[src/rtl/inst_prefetch_queue.sv]
// Byte-serial instruction prefetcher: assembles INST_BYTES-wide little-endian words
// into a DEPTH-entry FIFO for decode. Optional counters are enabled with PREFETCH_STATS_EN.
module inst_prefetch_queue #(
  parameter int                ADDR_W     = 17,
  parameter int                INST_BYTES = 4,
  parameter int                DEPTH      = 4,
  parameter logic [ADDR_W-1:0] RESET_PC   = '0
) (
  input  logic                    clk,
  input  logic                    rst,
  input  logic                    pc_changed,
  input  logic [ADDR_W-1:0]       pc_new,
  input  logic                    mem_busy,
  input  logic [7:0]              mem_din,
  output logic [ADDR_W-1:0]       mem_a,
  output logic                    mem_wr,
  output logic                    inst_valid,
  input  logic                    inst_ready,
  output logic [8*INST_BYTES-1:0] inst_o,
  output logic [ADDR_W-1:0]       inst_pc_o
`ifdef PREFETCH_STATS_EN
  ,
  output logic [31:0]             stat_fetched,
  output logic [15:0]             stat_flushes,
  output logic [31:0]             stat_stall
`endif
);

  localparam int IW    = 8 * INST_BYTES;
  localparam int IDX_W = $clog2(INST_BYTES + 1);
  localparam int PTR_W = $clog2(DEPTH);
  localparam int CNT_W = $clog2(DEPTH + 1);
  localparam int ENT_W = IW + ADDR_W;

  localparam logic [IDX_W-1:0]  LAST_IDX = IDX_W'(INST_BYTES - 1);
  localparam logic [IDX_W-1:0]  FULL_IDX = IDX_W'(INST_BYTES);
  localparam logic [ADDR_W-1:0] PC_STEP  = ADDR_W'(INST_BYTES);
  localparam logic [CNT_W:0]    DEPTH_W  = (CNT_W + 1)'(DEPTH);

  // Fetch engine state
  logic [ADDR_W-1:0] fetch_pc_reg;
  logic              wip_reg;
  logic [IDX_W-1:0]  idx_reg;
  logic              pending_reg;
  logic [IDX_W-1:0]  cap_idx_reg;
  logic [ADDR_W-1:0] mem_a_reg;

  // FIFO state
  logic [ENT_W-1:0]  fifo_mem [DEPTH];
  logic [PTR_W-1:0]  rd_ptr_reg;
  logic [PTR_W-1:0]  wr_ptr_reg;
  logic [CNT_W-1:0]  count_reg;
  logic              inst_valid_reg;
  logic [IW-1:0]     inst_o_reg;
  logic [ADDR_W-1:0] inst_pc_reg;

  logic              pop;
  logic              last_cap;
  logic              word_free;
  logic              room;
  logic              start_en;
  logic              cont_en;
  logic              issue;
  logic [CNT_W-1:0]  count_eff;
  logic [ADDR_W-1:0] start_pc;
  logic [ADDR_W-1:0] issue_addr;
  logic [IW-1:0]     push_word;
  logic [ENT_W-1:0]  push_entry;
  logic [CNT_W-1:0]  cnt_next;
  logic [PTR_W-1:0]  rd_ptr_next;
  logic [ENT_W-1:0]  head_next;

  assign pop       = inst_valid_reg & inst_ready;
  assign last_cap  = pending_reg && (cap_idx_reg == LAST_IDX);
  assign word_free = !wip_reg || last_cap;
  assign count_eff = count_reg - CNT_W'(pop);

  // A word in flight reserves a slot, so a started word can always be pushed.
  assign room = ({1'b0, count_eff} + {{CNT_W{1'b0}}, wip_reg}) < DEPTH_W;

  assign start_en = word_free && room && !mem_busy && !pc_changed && !rst;
  assign cont_en  = wip_reg && (idx_reg != FULL_IDX) && !mem_busy && !pc_changed && !rst;
  assign issue    = start_en || cont_en;

  // When the last byte lands this cycle, fetch_pc still names the finishing word.
  assign start_pc   = last_cap ? (fetch_pc_reg + PC_STEP) : fetch_pc_reg;
  assign issue_addr = start_en ? start_pc : (fetch_pc_reg + ADDR_W'(idx_reg));
  assign mem_a      = issue ? issue_addr : mem_a_reg;
  assign mem_wr     = 1'b0;

  genvar gi;
  generate
    for (gi = 0; gi < INST_BYTES; gi++) begin : g_lane
      if (gi < INST_BYTES - 1) begin : g_reg
        logic [7:0] byte_reg;
        always_ff @(posedge clk) begin
          if (rst) begin
            byte_reg <= '0;
          end else if (pending_reg && !pc_changed && (cap_idx_reg == IDX_W'(gi))) begin
            byte_reg <= mem_din;
          end
        end
        assign push_word[8*gi +: 8] = byte_reg;
      end else begin : g_last
        // The top byte goes straight from the port into the FIFO entry.
        assign push_word[8*gi +: 8] = mem_din;
      end
    end
  endgenerate

  assign push_entry  = {push_word, fetch_pc_reg};
  assign cnt_next    = count_reg - CNT_W'(pop) + CNT_W'(last_cap);
  assign rd_ptr_next = rd_ptr_reg + PTR_W'(pop);
  assign head_next   = (last_cap && (count_eff == '0)) ? push_entry : fifo_mem[rd_ptr_next];

  always_ff @(posedge clk) begin
    if (rst) begin
      fetch_pc_reg <= RESET_PC;
      wip_reg      <= 1'b0;
      idx_reg      <= '0;
      pending_reg  <= 1'b0;
      cap_idx_reg  <= '0;
      mem_a_reg    <= '0;
    end else if (pc_changed) begin
      fetch_pc_reg <= pc_new;
      wip_reg      <= 1'b0;
      idx_reg      <= '0;
      pending_reg  <= 1'b0;
      cap_idx_reg  <= '0;
      mem_a_reg    <= mem_a;
    end else begin
      mem_a_reg   <= mem_a;
      pending_reg <= issue;
      if (issue) begin
        cap_idx_reg <= start_en ? '0 : idx_reg;
      end
      if (last_cap) begin
        fetch_pc_reg <= fetch_pc_reg + PC_STEP;
      end
      if (start_en) begin
        wip_reg <= 1'b1;
        idx_reg <= IDX_W'(1);
      end else if (cont_en) begin
        idx_reg <= idx_reg + IDX_W'(1);
      end else if (last_cap) begin
        wip_reg <= 1'b0;
        idx_reg <= '0;
      end
    end
  end

  always_ff @(posedge clk) begin
    if (last_cap && !pc_changed && !rst) begin
      fifo_mem[wr_ptr_reg] <= push_entry;
    end
  end

  // Output stage is the registered FIFO head; a push into an empty queue bypasses the array.
  always_ff @(posedge clk) begin
    if (rst) begin
      rd_ptr_reg     <= '0;
      wr_ptr_reg     <= '0;
      count_reg      <= '0;
      inst_valid_reg <= 1'b0;
      inst_o_reg     <= '0;
      inst_pc_reg    <= '0;
    end else if (pc_changed) begin
      rd_ptr_reg     <= '0;
      wr_ptr_reg     <= '0;
      count_reg      <= '0;
      inst_valid_reg <= 1'b0;
    end else begin
      rd_ptr_reg     <= rd_ptr_next;
      wr_ptr_reg     <= wr_ptr_reg + PTR_W'(last_cap);
      count_reg      <= cnt_next;
      inst_valid_reg <= (cnt_next != '0);
      if (cnt_next != '0) begin
        inst_o_reg  <= head_next[ENT_W-1:ADDR_W];
        inst_pc_reg <= head_next[ADDR_W-1:0];
      end
    end
  end

  assign inst_valid = inst_valid_reg;
  assign inst_o     = inst_o_reg;
  assign inst_pc_o  = inst_pc_reg;

`ifdef PREFETCH_STATS_EN
  logic [31:0] stat_fetched_reg;
  logic [15:0] stat_flushes_reg;
  logic [31:0] stat_stall_reg;

  always_ff @(posedge clk) begin
    if (rst) begin
      stat_fetched_reg <= '0;
      stat_flushes_reg <= '0;
      stat_stall_reg   <= '0;
    end else begin
      if (last_cap && !pc_changed && (stat_fetched_reg != '1)) begin
        stat_fetched_reg <= stat_fetched_reg + 32'd1;
      end
      if (pc_changed && (stat_flushes_reg != '1)) begin
        stat_flushes_reg <= stat_flushes_reg + 16'd1;
      end
      if (word_free && !pc_changed && (!room || mem_busy) && (stat_stall_reg != '1)) begin
        stat_stall_reg <= stat_stall_reg + 32'd1;
      end
    end
  end

  assign stat_fetched = stat_fetched_reg;
  assign stat_flushes = stat_flushes_reg;
  assign stat_stall   = stat_stall_reg;
`endif

endmodule

[config.mk]
export PLATFORM = sky130hd
export DESIGN_NAME = inst_prefetch_queue
export DESIGN_NICKNAME = d
export VERILOG_FILES = /design/src/rtl/inst_prefetch_queue.sv
export SDC_FILE = /design/constraint.sdc
export NUM_CORES = 1
export LEC_CHECK = 0
export ABC_AREA = 1
export CAP_MARGIN = 20
export CORE_AREA = 8 8 195 197
export DETAILED_ROUTE_END_ITERATION = 7
export DIE_AREA = 0 0 203 205
export PLACE_DENSITY = 0.57
export SLEW_MARGIN = 40
export SYNTH_ARGS = -nofsm -noshare
export SYNTH_HDL_FRONTEND = slang
export SYNTH_SLANG_ARGS = --single-unit
[constraint.sdc]
create_clock -name clk -period 7 [get_ports clk]
set_input_delay 1.05 -clock clk [delete_from_list [all_inputs] [get_ports clk]]
set_output_delay 1.05 -clock clk [all_outputs]
set_load 0.01 [all_outputs]
### Word level (Yosys, flattened, before mapping)

Memories as Yosys holds them, arrays and structs flattened.
Cells that the tools add are included.

* magnitude comparators: 1
* equality and inequality tests: 5
* bitwise logic cells: 2
* $add $sub $neg: 8
* reduce and logical (&&, ||, !) cells: 32
* multiplexer cells: 14

Operator list (number)
* 17-bit two-way mux: 4
* 49-bit two-way mux: 1
* 17-bit by 3-bit adder with 17-bit output: 1
* 17-bit by 3-bit adder with 17-bit output, second input constant: 1
* 1-bit logical AND: 16
* 3-bit two-way mux: 3
* 3-bit by 2-bit == test with 1-bit output, second input constant: 2
* 3-bit logical NOT: 2
* 1-bit two-way mux: 6
* 3-bit nonzero test: 2
* 2-bit by 1-bit adder with 2-bit output: 2
* 3-bit by 1-bit adder with 4-bit output: 1
* 1-bit logical NOT: 4
* 4-bit by 3-bit < comparator with 1-bit output, second input constant: 1
* 2-bit AND reduction: 2
* 2-bit nonzero test: 2
* 3-bit by 1-bit adder with 3-bit output: 1
* 3-bit by 1-bit adder with 3-bit output, second input constant: 1
* 3-bit by 1-bit == test with 1-bit output, second input constant: 1
* 3-bit != test, second input constant: 1
* 3-bit OR reduction: 1
* 3-bit by 1-bit subtractor with 3-bit output: 1
* 1-bit logical OR: 2
* 2-bit != test, second input constant: 1
* 3 further kinds: 3

* bits of input ports: 30
* bits in writable memories: 196
* register bits after elaboration: 123
* memories kept: 1
* output and inout bits: 68
* logic and storage cells: 79

Memories
* fifo_mem: words 4, bits a word 49, rd ports 1, clocked after memory_dff 0, write ports 1, RTL line 49 `logic [ENT_W-1:0] fifo_mem [DEPTH];`

### Longest topological paths before layout

* depth in word-level cells: 10
* depth in mapped cells: 14
* depth with buffers taken out: 13

### Least setup slack after synthesis

Ideal clock, no wire load.

* path kind: input -> register
* start point: in rst
* end point: mem fifo_mem[0][0] in the netlist's numbering, enable pin
* required time: 6.484 ns
* setup slack: 1.695 ns
* stages on the path: 4
* arrival time: 4.788 ns
* buffers on the path: 1
* library setup time: 0.516 ns
* cell sequence: buf_2 -> nor2_4 -> nand2_1 -> nor3_1

* word-level cells in the longest chain between the ends: 4

RTL lines
* start: declaration: RTL line 10 `input logic rst,`
* 1-bit logical NOT: RTL line 153 `if (last_cap && !pc_changed && !rst) begin`
* 1-bit logical AND: RTL line 153
* 1-bit two-way mux: RTL line 153
* 1-bit two-way mux (not written as such): RTL line 154 `fifo_mem[wr_ptr_reg] <= push_entry;`
* end: declaration: RTL line 49

Every way passes these cells.

### Worst setup path after layout

* start point: in rst
* end point: out mem_a[12]

* word-level cells in the longest chain between the ends: 4
* elaborated cells between the ends (all ways): 6
* classes of those cells: 2 x mux; 4 x reduce/logical

RTL lines
* 1-bit logical NOT (*): RTL line 81, 82
* 1-bit logical AND, on equally long branches: RTL line 81, 82
* 17-bit two-way mux or 1-bit logical OR (tied branches): RTL line 87, 83
* 17-bit two-way mux (*): RTL line 88 `assign mem_a = issue ? issue_addr : mem_a_reg;`
* end: declaration: RTL line 15 `output logic [ADDR_W-1:0] mem_a,`

Mark *: on every way between the ends. The rest lies on a longest branch, timed or not.

==> metrics <==
core area=35000 um^2; Top Family by Delay on Critical Path=buffers and inverters; Buf/Inv on CP=5; Power per Cell Area=about 240 nW/um^2; Worst-Margin Slew=0.827 ns; Total Routed Length=35900 um; routed wl met3=1680 um; status=finished clean; sum of negative setup slack=0 ns; Req. time, crit path=5.95 ns; fin crit share=68.4%; Syn Area/Cell=~8.9 um^2; initial antenna violation count=0; fraction of registers with async set/reset=0%; Worst path slowest cell=clkdlybuf4s50_1; GRT Total Usage=17.1%; Peak VDD IR=0.142 mV; hold buffers post-CTS=0; vias per cell=4.90; Synth Net Count=1585; Crit Path Class=in2out; final-report hold violation count=0; Yosys warnings=0; Synth area leader=edfxtp_1; final setup fails=0; CTS root buffer=clkbuf_16; Final nets=1660; Reg clk slew, reported paths=0.06 ns; post-layout min period=4.79 ns; distinct cell type count after synthesis=38; nature of the critical path endpoint=output port; CTS resizes=0; # rows=69; max FFs per register=196; via count=between 10000 and 15000; Pleak=6.48 nW; Worst Skew=0.0204 ns; ys flop type=edfxtp_1; # DRC=0; max-cap viol count=0; Final Max Slew Viols=0; WL met1=16700 um; largest stage delay on the critical path=about 0.54 ns; Initial Utilization=39.4%; insertion delay to the later sink of the worst-skew pair=between 0.5 and 0.6 ns; layout cells sized above 1=6.63%; worst hold path type=reg2reg; maximum fanout along the worst path=25; TritonCTS clock tree=built; Syn Inst Count=1543; number of synthesized flops with an enable pin=196; Synth-to-Final Area Change=18.2%; Yosys top cell area share=42.7%; critical path arrival=approximately 3.7 ns; FMAX=209 MHz; CTS max path bufs=3; largest net degree at the start of global routing=65; Pwr Total=3.99 mW; commonest non-fill, non-tap cell in the layout=nand2_1; Chip Height=slightly above 200 um; first-pass GRT wire length=56700 um; Detailed Routing Iterations Pass 1=5; CTS Buf Count=36; die width=203 um; CTS H-tree lvls=2; most frequent cells in the layout=nand2_1, edfxtp_1, nor2_1; worst-path cell chain=clkdlybuf4s50_1 -> buf_4 -> nor2_4 -> inv_1 -> nor2_4 -> nand3_4 -> nand2_4 -> inv_2 -> nand2_1 -> nand2_1 -> clkdlybuf4s50_1; Max Used Layer=met4; RSZ-0062 raised after global routing=false; post-synthesis sequential area ratio=60.6%; metal2 WL=around 17000 um; Final ANT Viol Nets=0; Final HPWL DP=21400 um; Post-Syn Area=around 14000 um^2; Synth area leaders=edfxtp_1, dfxtp_1, nand2_1; WL/cell=17.0 um; register bit total from synthesis=319; initial DRC count=622; GPL Wtd Cong=around 0.87; grt ovf=0; setup bufs post-CTS=0; Clock Sinks=319; area of the die=about 42000 um^2; IO buf count=96; CP startpoint kind=input pin; vias in the first global route=slightly above 10000; io pins=98; antenna cells=0; Worst slew margin=44.9%
==> kinds of logic after synthesis <==
kind of cell / after synthesis / share of synthesized area [%]
AOI/OAI and AO/OA: 180 / 6.61
xor gates and xnor gates: 16 / 1.02
adders and majority gates: 12 / 1.14
buffers and inverters: 164 / 4.93
DFF: 319 / 60.6
other: 1 / 0.0272
and+or+nand+nor: 851 / 25.7
==> metrics by stage <==
stage / setup slack [ns] / std cells / hold slack [ns] / utilization (%) / cell area (um^2)
3_5_place_dp: 2.21 / 2041 / 0.464 / 43.2 / 15100
2_1_floorplan: 1.70 / 1543 / 0.451 / - / 13800
6_report: 2.21 / 2105 / 0.472 / 46.6 / 16300
3_3_place_gp: 2.25 / 2041 / 0.464 / 43.2 / 15100
5_1_grt: 2.02 / 2105 / 0.486 / 46.6 / 16300
4_1_cts: 2.20 / 2105 / 0.473 / 46.6 / 16300
==> worst register-to-register path, stage by stage, from the launching register on <==
cell and delay [ns]:
dfxtp_1 0.33, nand2_1 0.11, nor2_1 0.05, ha_1 0.32, nand3_2 0.11, inv_2 0.08, nand3_2 0.49, clkinv_4 0.64
buf_4 0.37, a21oi_1 0.07, nor3_1 0.28, nor2_1 0.09
==> layout make-up <==
| cell class | count | area (um^2) |
|---|---|---|
| Fill cell | 3359 | 18700 |
| Inverter | 90 | 347 |
| Timing Repair Buffer | 111 | 1070 |
| Sequential cell | 319 | 8350 |
| Multi-Input combinational cell | 1060 | 4780 |
| Clock buffer | 49 | 1030 |
| Clock inverter | 15 | 135 |
| Tap cell | 461 | 577 |
==> layer usage <==
| layer | vias to the layer above | GRT usage, % |
|---|---|---|
| li1 | 5167 | - |
| met1 | 4844 | 23.0 |
| met2 | 255 | 28.3 |
| met3 | 50 | 2.85 |
| met4 | 0 | 4.48 |
| met5 | - | 0 |
==> report_power, final <==
group	switching [mW]	internal (mW)	leakage, nW
registers	0.0243	2.00	2.79
logic	0.0769	0.0480	3.11
clock network	0.733	1.11	0.580
total	0.834	3.16	6.48
==> cells in the mapped netlist (11+ instances only) <==
| master | count |
|---|---|
| ha_1 | 11 |
| edfxtp_1 | 196 |
| buf_2 | 17 |
| xor2_1 | 13 |
| a21oi_1 | 78 |
| clkbuf_1 | 45 |
| nor2_1 | 168 |
| nand3_1 | 36 |
| nor3b_1 | 27 |
| dfxtp_1 | 123 |
| inv_1 | 81 |
| o21ai_0 | 94 |
| nor3_1 | 26 |
| nand2_1 | 565 |
==> worst paths after layout <==
check	startpoint	endpoint	slack, ns	cells after the start
hold reg to reg	mem_a_reg[2]	mem_a_reg[2]	0.47	2
hold / removal	mem_a_reg[2]	mem_a_reg[2]	0.47	2
setup reg to reg	inst_valid	inst_pc_o[8]	3.95	11
setup / recovery	rst	mem_a[12]	2.21	11
(Power assumes the default switching activity.)
